==> config.mk <==
export PLATFORM = sky130hd
export DESIGN_NAME = imem_loader_flat
export DESIGN_NICKNAME = d
export VERILOG_FILES = /design/src/rtl/imem_loader_if.sv /design/src/rtl/imem_loader.sv /design/src/flat_wrapper.sv
export SDC_FILE = /design/constraint.sdc
export NUM_CORES = 1
export LEC_CHECK = 0
export ABC_AREA = 1
export CORE_AREA = 2 2 149 151
export DETAILED_ROUTE_END_ITERATION = 8
export DIE_AREA = 0 0 151 153
export HOLD_SLACK_MARGIN = 0.08
export PLACE_DENSITY = 0.59
export SLEW_MARGIN = 20
export SYNTH_ARGS = -nofsm -noshare
export SYNTH_HDL_FRONTEND = slang
export SYNTH_SLANG_ARGS = --single-unit
export TNS_END_PERCENT = 10
==> constraint.sdc <==
create_clock -name clk -period 2.3 [get_ports clk]
set_clock_uncertainty 0.2 [all_clocks]
set_input_delay 0.345 -clock clk [delete_from_list [all_inputs] [get_ports clk]]
set_output_delay 0.345 -clock clk [all_outputs]
set_load 0.01 [all_outputs]
==> src/rtl/imem_loader_if.sv <==
// Byte-stream handshake between a program source and the instruction-memory loader.
// The source drives valid/data and the loader returns ready.
interface imem_loader_if #(
    parameter int DATA_W = 8
) ();
    logic              in_valid;
    logic [DATA_W-1:0] in_data;
    logic              in_ready;

    modport master (output in_valid, output in_data, input in_ready);
    modport slave  (input in_valid, input in_data, output in_ready);
endinterface

==> src/rtl/imem_loader.sv <==
// Writable instruction memory that is filled from a byte stream and guarded by a checksum.
// The processor is released through cpu_run only after a good checksum, and held again on halt.
module imem_loader #(
    parameter int ADDR_W = 4,
    parameter int DATA_W = 8,
    parameter int DEPTH  = 16
) (
    input  logic              clk,
    input  logic              rst_n,
    input  logic              load_start,
    imem_loader_if.slave      stream,
    input  logic [ADDR_W-1:0] prog_count,
    output logic [DATA_W-1:0] ins_val,
    input  logic              halt,
    output logic              cpu_run,
    output logic              load_err
);

    typedef enum logic [2:0] {
        ST_IDLE   = 3'd0,
        ST_LOAD   = 3'd1,
        ST_CHECK  = 3'd2,
        ST_RUN    = 3'd3,
        ST_HALTED = 3'd4,
        ST_ERR    = 3'd5
    } state_t;

    state_t            state_r;
    state_t            state_next_s;
    logic [ADDR_W-1:0] wr_ptr_r;
    logic [DATA_W-1:0] sum_r;
    logic [DATA_W-1:0] mem_r [DEPTH];
    logic              cpu_run_r;
    logic              load_err_r;
    logic              in_ready_s;
    logic              accept_s;
    logic              wr_en_s;
    logic              clr_s;
    logic              err_set_s;

    // Running checksum is the plain modular byte sum of the program image.
    function automatic logic [DATA_W-1:0] sum_add(input logic [DATA_W-1:0] acc,
                                                  input logic [DATA_W-1:0] data);
        return acc + data;
    endfunction

    assign accept_s        = stream.in_valid & in_ready_s;
    assign stream.in_ready = in_ready_s;
    assign ins_val         = mem_r[prog_count];
    assign cpu_run         = cpu_run_r;
    assign load_err        = load_err_r;

    // Next-state and per-cycle strobes, decoded from the registered state.
    always_comb begin
        state_next_s = state_r;
        in_ready_s   = 1'b0;
        wr_en_s      = 1'b0;
        clr_s        = 1'b0;
        err_set_s    = 1'b0;
        case (state_r)
            ST_IDLE, ST_HALTED, ST_ERR: begin
                if (load_start) begin
                    state_next_s = ST_LOAD;
                    clr_s        = 1'b1;
                end else begin
                    state_next_s = state_r;
                end
            end
            ST_LOAD: begin
                in_ready_s = 1'b1;
                if (accept_s) begin
                    wr_en_s = 1'b1;
                    if (wr_ptr_r == ADDR_W'(DEPTH - 1)) begin
                        state_next_s = ST_CHECK;
                    end else begin
                        state_next_s = ST_LOAD;
                    end
                end else begin
                    state_next_s = ST_LOAD;
                end
            end
            ST_CHECK: begin
                in_ready_s = 1'b1;
                if (accept_s) begin
                    if (stream.in_data == sum_r) begin
                        state_next_s = ST_RUN;
                    end else begin
                        state_next_s = ST_ERR;
                        err_set_s    = 1'b1;
                    end
                end else begin
                    state_next_s = ST_CHECK;
                end
            end
            ST_RUN: begin
                if (halt) begin
                    state_next_s = ST_HALTED;
                end else begin
                    state_next_s = ST_RUN;
                end
            end
            default: begin
                state_next_s = ST_IDLE;
            end
        endcase
    end

    // Control registers: state, write pointer, checksum and the two status outputs.
    always_ff @(posedge clk or negedge rst_n) begin
        if (!rst_n) begin
            state_r    <= ST_IDLE;
            wr_ptr_r   <= '0;
            sum_r      <= '0;
            cpu_run_r  <= 1'b0;
            load_err_r <= 1'b0;
        end else begin
            state_r   <= state_next_s;
            cpu_run_r <= (state_next_s == ST_RUN);
            if (clr_s) begin
                wr_ptr_r <= '0;
                sum_r    <= '0;
            end else if (wr_en_s) begin
                // The pointer wraps to 0 after the last word, ready for the next load.
                wr_ptr_r <= wr_ptr_r + ADDR_W'(1);
                sum_r    <= sum_add(sum_r, stream.in_data);
            end else begin
                wr_ptr_r <= wr_ptr_r;
                sum_r    <= sum_r;
            end
            if (clr_s) begin
                load_err_r <= 1'b0;
            end else if (err_set_s) begin
                load_err_r <= 1'b1;
            end else begin
                load_err_r <= load_err_r;
            end
        end
    end

    // Program storage; reset clears it so a discarded partial stream leaves no trace.
    always_ff @(posedge clk or negedge rst_n) begin
        if (!rst_n) begin
            for (int i = 0; i < DEPTH; i++) begin
                mem_r[i] <= '0;
            end
        end else if (wr_en_s) begin
            mem_r[wr_ptr_r] <= stream.in_data;
        end else begin
            mem_r <= mem_r;
        end
    end

endmodule

==> src/flat_wrapper.sv <==
// flat-port wrapper written by rule: the top's interface ports become plain ports
module imem_loader_flat 
#(
    parameter int ADDR_W = 4,
    parameter int DATA_W = 8,
    parameter int DEPTH  = 16
)
  (clk, rst_n, load_start, prog_count, ins_val, halt, cpu_run, load_err, stream_in_valid, stream_in_data, stream_in_ready);
  imem_loader_if #(.DATA_W(DATA_W)) stream_i ();
  input  logic clk;
  input  logic rst_n;
  input  logic load_start;
  input  logic [ADDR_W-1:0] prog_count;
  output logic [DATA_W-1:0] ins_val;
  input  logic halt;
  output logic cpu_run;
  output logic load_err;
  input wire logic [$bits(stream_i.in_valid)-1:0] stream_in_valid;
  input wire logic [$bits(stream_i.in_data)-1:0] stream_in_data;
  output wire logic [$bits(stream_i.in_ready)-1:0] stream_in_ready;
  assign stream_i.in_valid = stream_in_valid;
  assign stream_i.in_data = stream_in_data;
  assign stream_in_ready = stream_i.in_ready;
  imem_loader #(.ADDR_W(ADDR_W), .DATA_W(DATA_W), .DEPTH(DEPTH)) u_core (.clk(clk), .rst_n(rst_n), .load_start(load_start), .stream(stream_i), .prog_count(prog_count), .ins_val(ins_val), .halt(halt), .cpu_run(cpu_run), .load_err(load_err));
endmodule
Word-level counts from Yosys, hierarchy flattened --
Index checks and enable logic that the tools add are counted.
Storage, ports and cells: bits in registers 145
Cells by class: add/sub/neg operators 2, magnitude comparators 3, equality and inequality tests 8, multiplexer cells 27, bitwise logic cells 3, reduce and logical (&&, ||, !) cells 6
Operators by type and width (number):
- $bwmux 128 | 1
- $mux 8 | 5
- $bmux 8 s4 | 1
- $demux 8 s4 | 1
- $mux 3 | 4
- $pmux 3 s4 | 1
- $ge 5x5->1 const B | 2
- $mux 1 | 10
- $not 4->5 | 2
- $eq 3x2->1 const B | 3
- $add 8x8->8 | 1
- $eq 8x8->1 | 1
- $mux 4 | 2
- $eq 3x3->1 const B | 2
- $lt 5x1->1 const B | 1
- $add 4x1->4 const B | 1
- $eq 4x4->1 const B | 1
- $mux 2 | 2
- $reduce_bool 2->1 | 2
- $eq 3x1->1 const B | 1
- $logic_not 3->1 | 1
- $reduce_or 3->1 | 1
- $reduce_or 2->1 | 1
- $and 1x1->1 | 1
- $logic_and 1x1->1 | 1

Longest topological paths before layout --
depth in word-level cells 8, mapped depth 10, gate-level depth less buffers 9

Worst setup path after synthesis --
OpenSTA, ideal clock, no wires.
path type input -> register, start input stream_in_data[1], end register u_core.sum_r[6], library setup time 117 ps, arrival time 1579 ps, required time 1983 ps, slack 404 ps, stages on the path 9, path through inv_1 buf_1 fa_1 inv_1 nand4_1 nand3_1 nand2_1 nand3_1 nand2_1
On the way: longest elaborated chain between the ends 3
RTL lines:
- start: declaration | line flat_wrapper.sv:19 | input wire logic [$bits(stream_i.in_data)-1:0] stream_in_data;
- $add 8x8->8 | line imem_loader.sv:44 | return acc + data;
- $mux 8 | line imem_loader.sv:122 | end else if (wr_en_s) begin
- $mux 8 | line imem_loader.sv:119 | if (clr_s) begin
- end signal: assignment | line imem_loader.sv:125 | sum_r <= sum_add(sum_r, stream.in_data);
- end signal: assignment | line imem_loader.sv:128 | sum_r <= sum_r;
- end: declaration | line imem_loader.sv:31 | logic [DATA_W-1:0] sum_r;
No other way between the ends. The select of a mux whose other input is x is not followed. A chain may end at the register's enable or synchronous reset.

Final worst setup path --
start register u_core.mem_r[58] (netlist bit), end output ins_val[2]
On the way: longest elaborated chain between the ends 3
RTL lines:
- start: declaration | line imem_loader.sv:32 | logic [DATA_W-1:0] mem_r [DEPTH];
- start signal: indexed assignment | line imem_loader.sv:147 | mem_r[wr_ptr_r] <= stream.in_data;
- start signal: assignment | line imem_loader.sv:149 | mem_r <= mem_r;
- $bmux 8 s4 | line imem_loader.sv:49 | assign ins_val = mem_r[prog_count];
- $mux 8 (not written as such) (2 in a row) | line imem_loader.sv:49
- end: declaration | line flat_wrapper.sv:14 | output logic [DATA_W-1:0] ins_val;
No other way between the ends. The select of a mux whose other input is x is not followed.

==> results.toml <==
[power_and_ir_drop]
power_density_mw_per_mm2 = 1173
p_leak_nw = 4.110
ir_drop_mv = 0.4380

[global_routing]
antenna_found_initial = 0
overflow = 0
grt_usage = 0.1752
grt_max_degree = 45
grt_pass1_vias = 5706
grt_pass1_wl_um = 31060

[worst_setup_path]
cp-start-kind = "flip-flop"
end_kind = "output port"
r2r_setup_slack_ns = 0.30
critPathMaxStageDelay_ns = 0.38
cpMaxStageDelayCell = "dfrtp_1"
required_ns = 1.75
path_delay_family = "flip-flops"
critPathKind = "flip-flop to output port"
crit_path_max_fanout = 2
cp_num_buf_inv = 1
worstPathArrival_ns = 1.68
cp_cell_sequence = "o21ai_0 > nand3_1 > nand3_1 > nand2_1 > dlygate4sd2_1"
crit_path_frequent_cell = "nand3_1"

[placement]
placed_area_mm2 = 0.008183
dp_hpwl_um = 12720
io_buffers = 27
gp_congestion = 0.8259

[synthesis]
netlist_area_mm2 = 0.007447
ys_ff_latch = 145
synth_warnings = 0
synthCells = 869
seq_area_frac_synth = 0.4872
syn-num-nets = 898
syn_avg_cell_area_um2 = 8.570
synth_cell_types = 37

[clocking]
cts_tree = "yes"
root_buffer = "clkbuf_16"
cts_made_buffers = 17
h-tree-depth = 4
cts.clk_slew.worst_paths_ns = 0.06
worstSkewPairLatency_ns = 0.43
cts_buffer_depth = 2
cts_sinks = 145

[sta]
fin_setup_tns_ns = 0
setup_viol = 0
max_slew_margin = 0.6850
max_freq_mhz = 449.1
finalHoldViolations = 0
drv_slew = 0
min_period_ns = 2.227
worst_pin_slew_ns = 0.4720
fin_crit_sh = 0.9682

[floorplanning]
boundaryPins = 28
initial_core_util = 0.3466
die_x_um = 151
dieArea_mm2 = 0.02310
die_y_um = 153
num_rows = 54
core_area_mm2 = 0.02149

[routing]
vias = 5881
wire_per_inst_um = 15.87
avgViaCountPerCell = 4.901
drtIter0Drc = 551
drc = 0
first_pass_iters = 5
drtAntennaViolNets = 0
wl_um = 19040

[finish]
drive_gt1_frac = 0.1620
design_area_mm2 = 0.008812
antenna-diode-count = 0
nets = 936
syn2layout_area_growth_pct = 18.33

[hold_path]
hp-class = "input pin to asynchronous set/reset pin"

[run]
cap_viol_max_count = 0

[run_status]
status = "completed"
## power breakdown
part           switching (W)  total (W)  internal, W
sequential          0.000603    0.00424      0.00364
combinational        0.00196    0.00325      0.00129
clock                0.00121    0.00284      0.00163
## cells in the mapped netlist
master    number  area (µm²)
a21oi_1       37       185.2
nand3_2        1       10.01
or2_2          2       12.51
and2_1         1       6.260
nand2_1      212       795.8
clkinv_2       1       5.000
nand3_1       64       320.3
nor2_1         9       33.78
nor2_4         3       33.78
buf_4          1       7.510
o21ai_1       56       280.3
nand4_1        3       18.77
buf_6         14       157.7
inv_2          3       11.26
ha_1          11       137.6
and2_0         1       6.260
o21ai_0       76       380.4
xor2_1         1       8.760
o211ai_1      32       240.2
nor3_1         3       15.01
nand2_2        2       12.51
dfrtp_1      145        3628
xnor2_1        1       8.760
nor2_2         2       12.51
buf_1          3       11.26
fa_1           1       20.02
buf_12         1       20.02
nand2_4        3       33.78
buf_2          6       30.03
nand3_4       11       192.7
a22o_1         1       8.760
clkbuf_1      26       97.59
o21ai_2       35       306.5
o311ai_0       1       8.760
o22ai_1        1       6.260
inv_1         96       360.4
nand3b_1       3       22.52
## layer usage
metal,global-route usage,part of all wire,wire length [µm]
met1,0.2460,0.48,9106
met2,0.2719,0.46,8740
met3,0.03791,0.049,928
met4,0.05162,0.014,264
met5,0,0,0
## path summary, 6_finish.rpt
check | from | endpoint | cells after the start
min in group clk | u_core.mem_r[24] | u_core.mem_r[24] | 2
min | rst_n | u_core.state_r[0] | 2
max reg2reg | u_core.state_r[2] | u_core.mem_r[49] | 7
max in group asynchronous | rst_n | u_core.mem_r[9] | 3
min reg2reg | u_core.mem_r[24] | u_core.mem_r[24] | 2
max | u_core.mem_r[58] | ins_val[2] | 5
## registers in the layout, summed over array words and instances, names as in the netlist
| register | count |
|---|---|
| u_core.cpu_run | 1 |
| u_core.load_err | 1 |
| u_core.mem_r | 128 |
| u_core.state_r | 3 |
| u_core.sum_r | 8 |
| u_core.wr_ptr_r | 4 |
## logic make-up after synthesis
family / after synthesis / share of synthesized area
fa+ha+maj: 12 / 0.02117
flops: 145 / 0.4872
xor+xnor: 2 / 0.002353
compound gates: 239 / 0.1902
simple gates: 320 / 0.2050
buf+inv: 151 / 0.09409
## metrics by stage
stage / utilization / setup slack [ns] / power (W) / hold WS [ns] / instances
after floorplan: - / 0.4037 / 0.006655 / -0.1506 / 869
after global placement: 0.3809 / -0.1931 / 0.007431 / 0.1181 / 1166
after detailed placement: 0.3809 / -0.2522 / 0.007547 / 0.1211 / 1166
after CTS: 0.4102 / 0.02095 / 0.01041 / 0.2266 / 1200
after global routing: 0.4101 / -0.0006545 / 0.01114 / 0.2338 / 1200
final: 0.4101 / 0.07318 / 0.01034 / 0.2187 / 1200
## area by class of cell
cell class,count,area [µm²]
fill,2145,12670
sequential,145,3628
multi-input combinational,573,3133
timing repair buffer,70,720.7
clock buffer,17,425.4
inverter,100,380.4
tap,280,350.3
clock inverter,15,173.9
## worst register-to-register path, delay by kind of cell, from the launching register on
| kind | cells | cell delay, ns |
|---|---|---|
| flip-flops | 1 | 0.42 |
| AND/OR/NAND/NOR | 4 | 0.69 |
| AO/OA/AOI/OAI | 1 | 0.31 |
| buffers and inverters | 2 | 0.28 |
## placed cells by master, fill, tap and decap left out, drive strengths merged, types with 6 or more instances in the layout
| cell | instances |
|---|---|
| inv | 106 |
| o21ai | 167 |
| dfrtp | 145 |
| ha | 11 |
| a21oi | 37 |
| nand2 | 217 |
| dlygate4sd2 | 6 |
| nor2 | 14 |
| o211ai | 32 |
| buf | 45 |
| clkdlybuf4s50 | 14 |
| clkbuf | 20 |
| nand3 | 76 |
## repair_timing
| action | CTS | global route |
|---|---|---|
| endpoints found under the hold margin | 118 | 0 |
| setup buffers | 1 | 0 |
| hold buffers | 1 | 0 |
| pin swaps | 1 | 3 |
| resized for setup | 16 | 9 |
| endpoints found under the setup margin | 9 | 5 |
| gates cloned | 0 | 0 |
No activity file was read; power rests on OpenSTA's default activity.
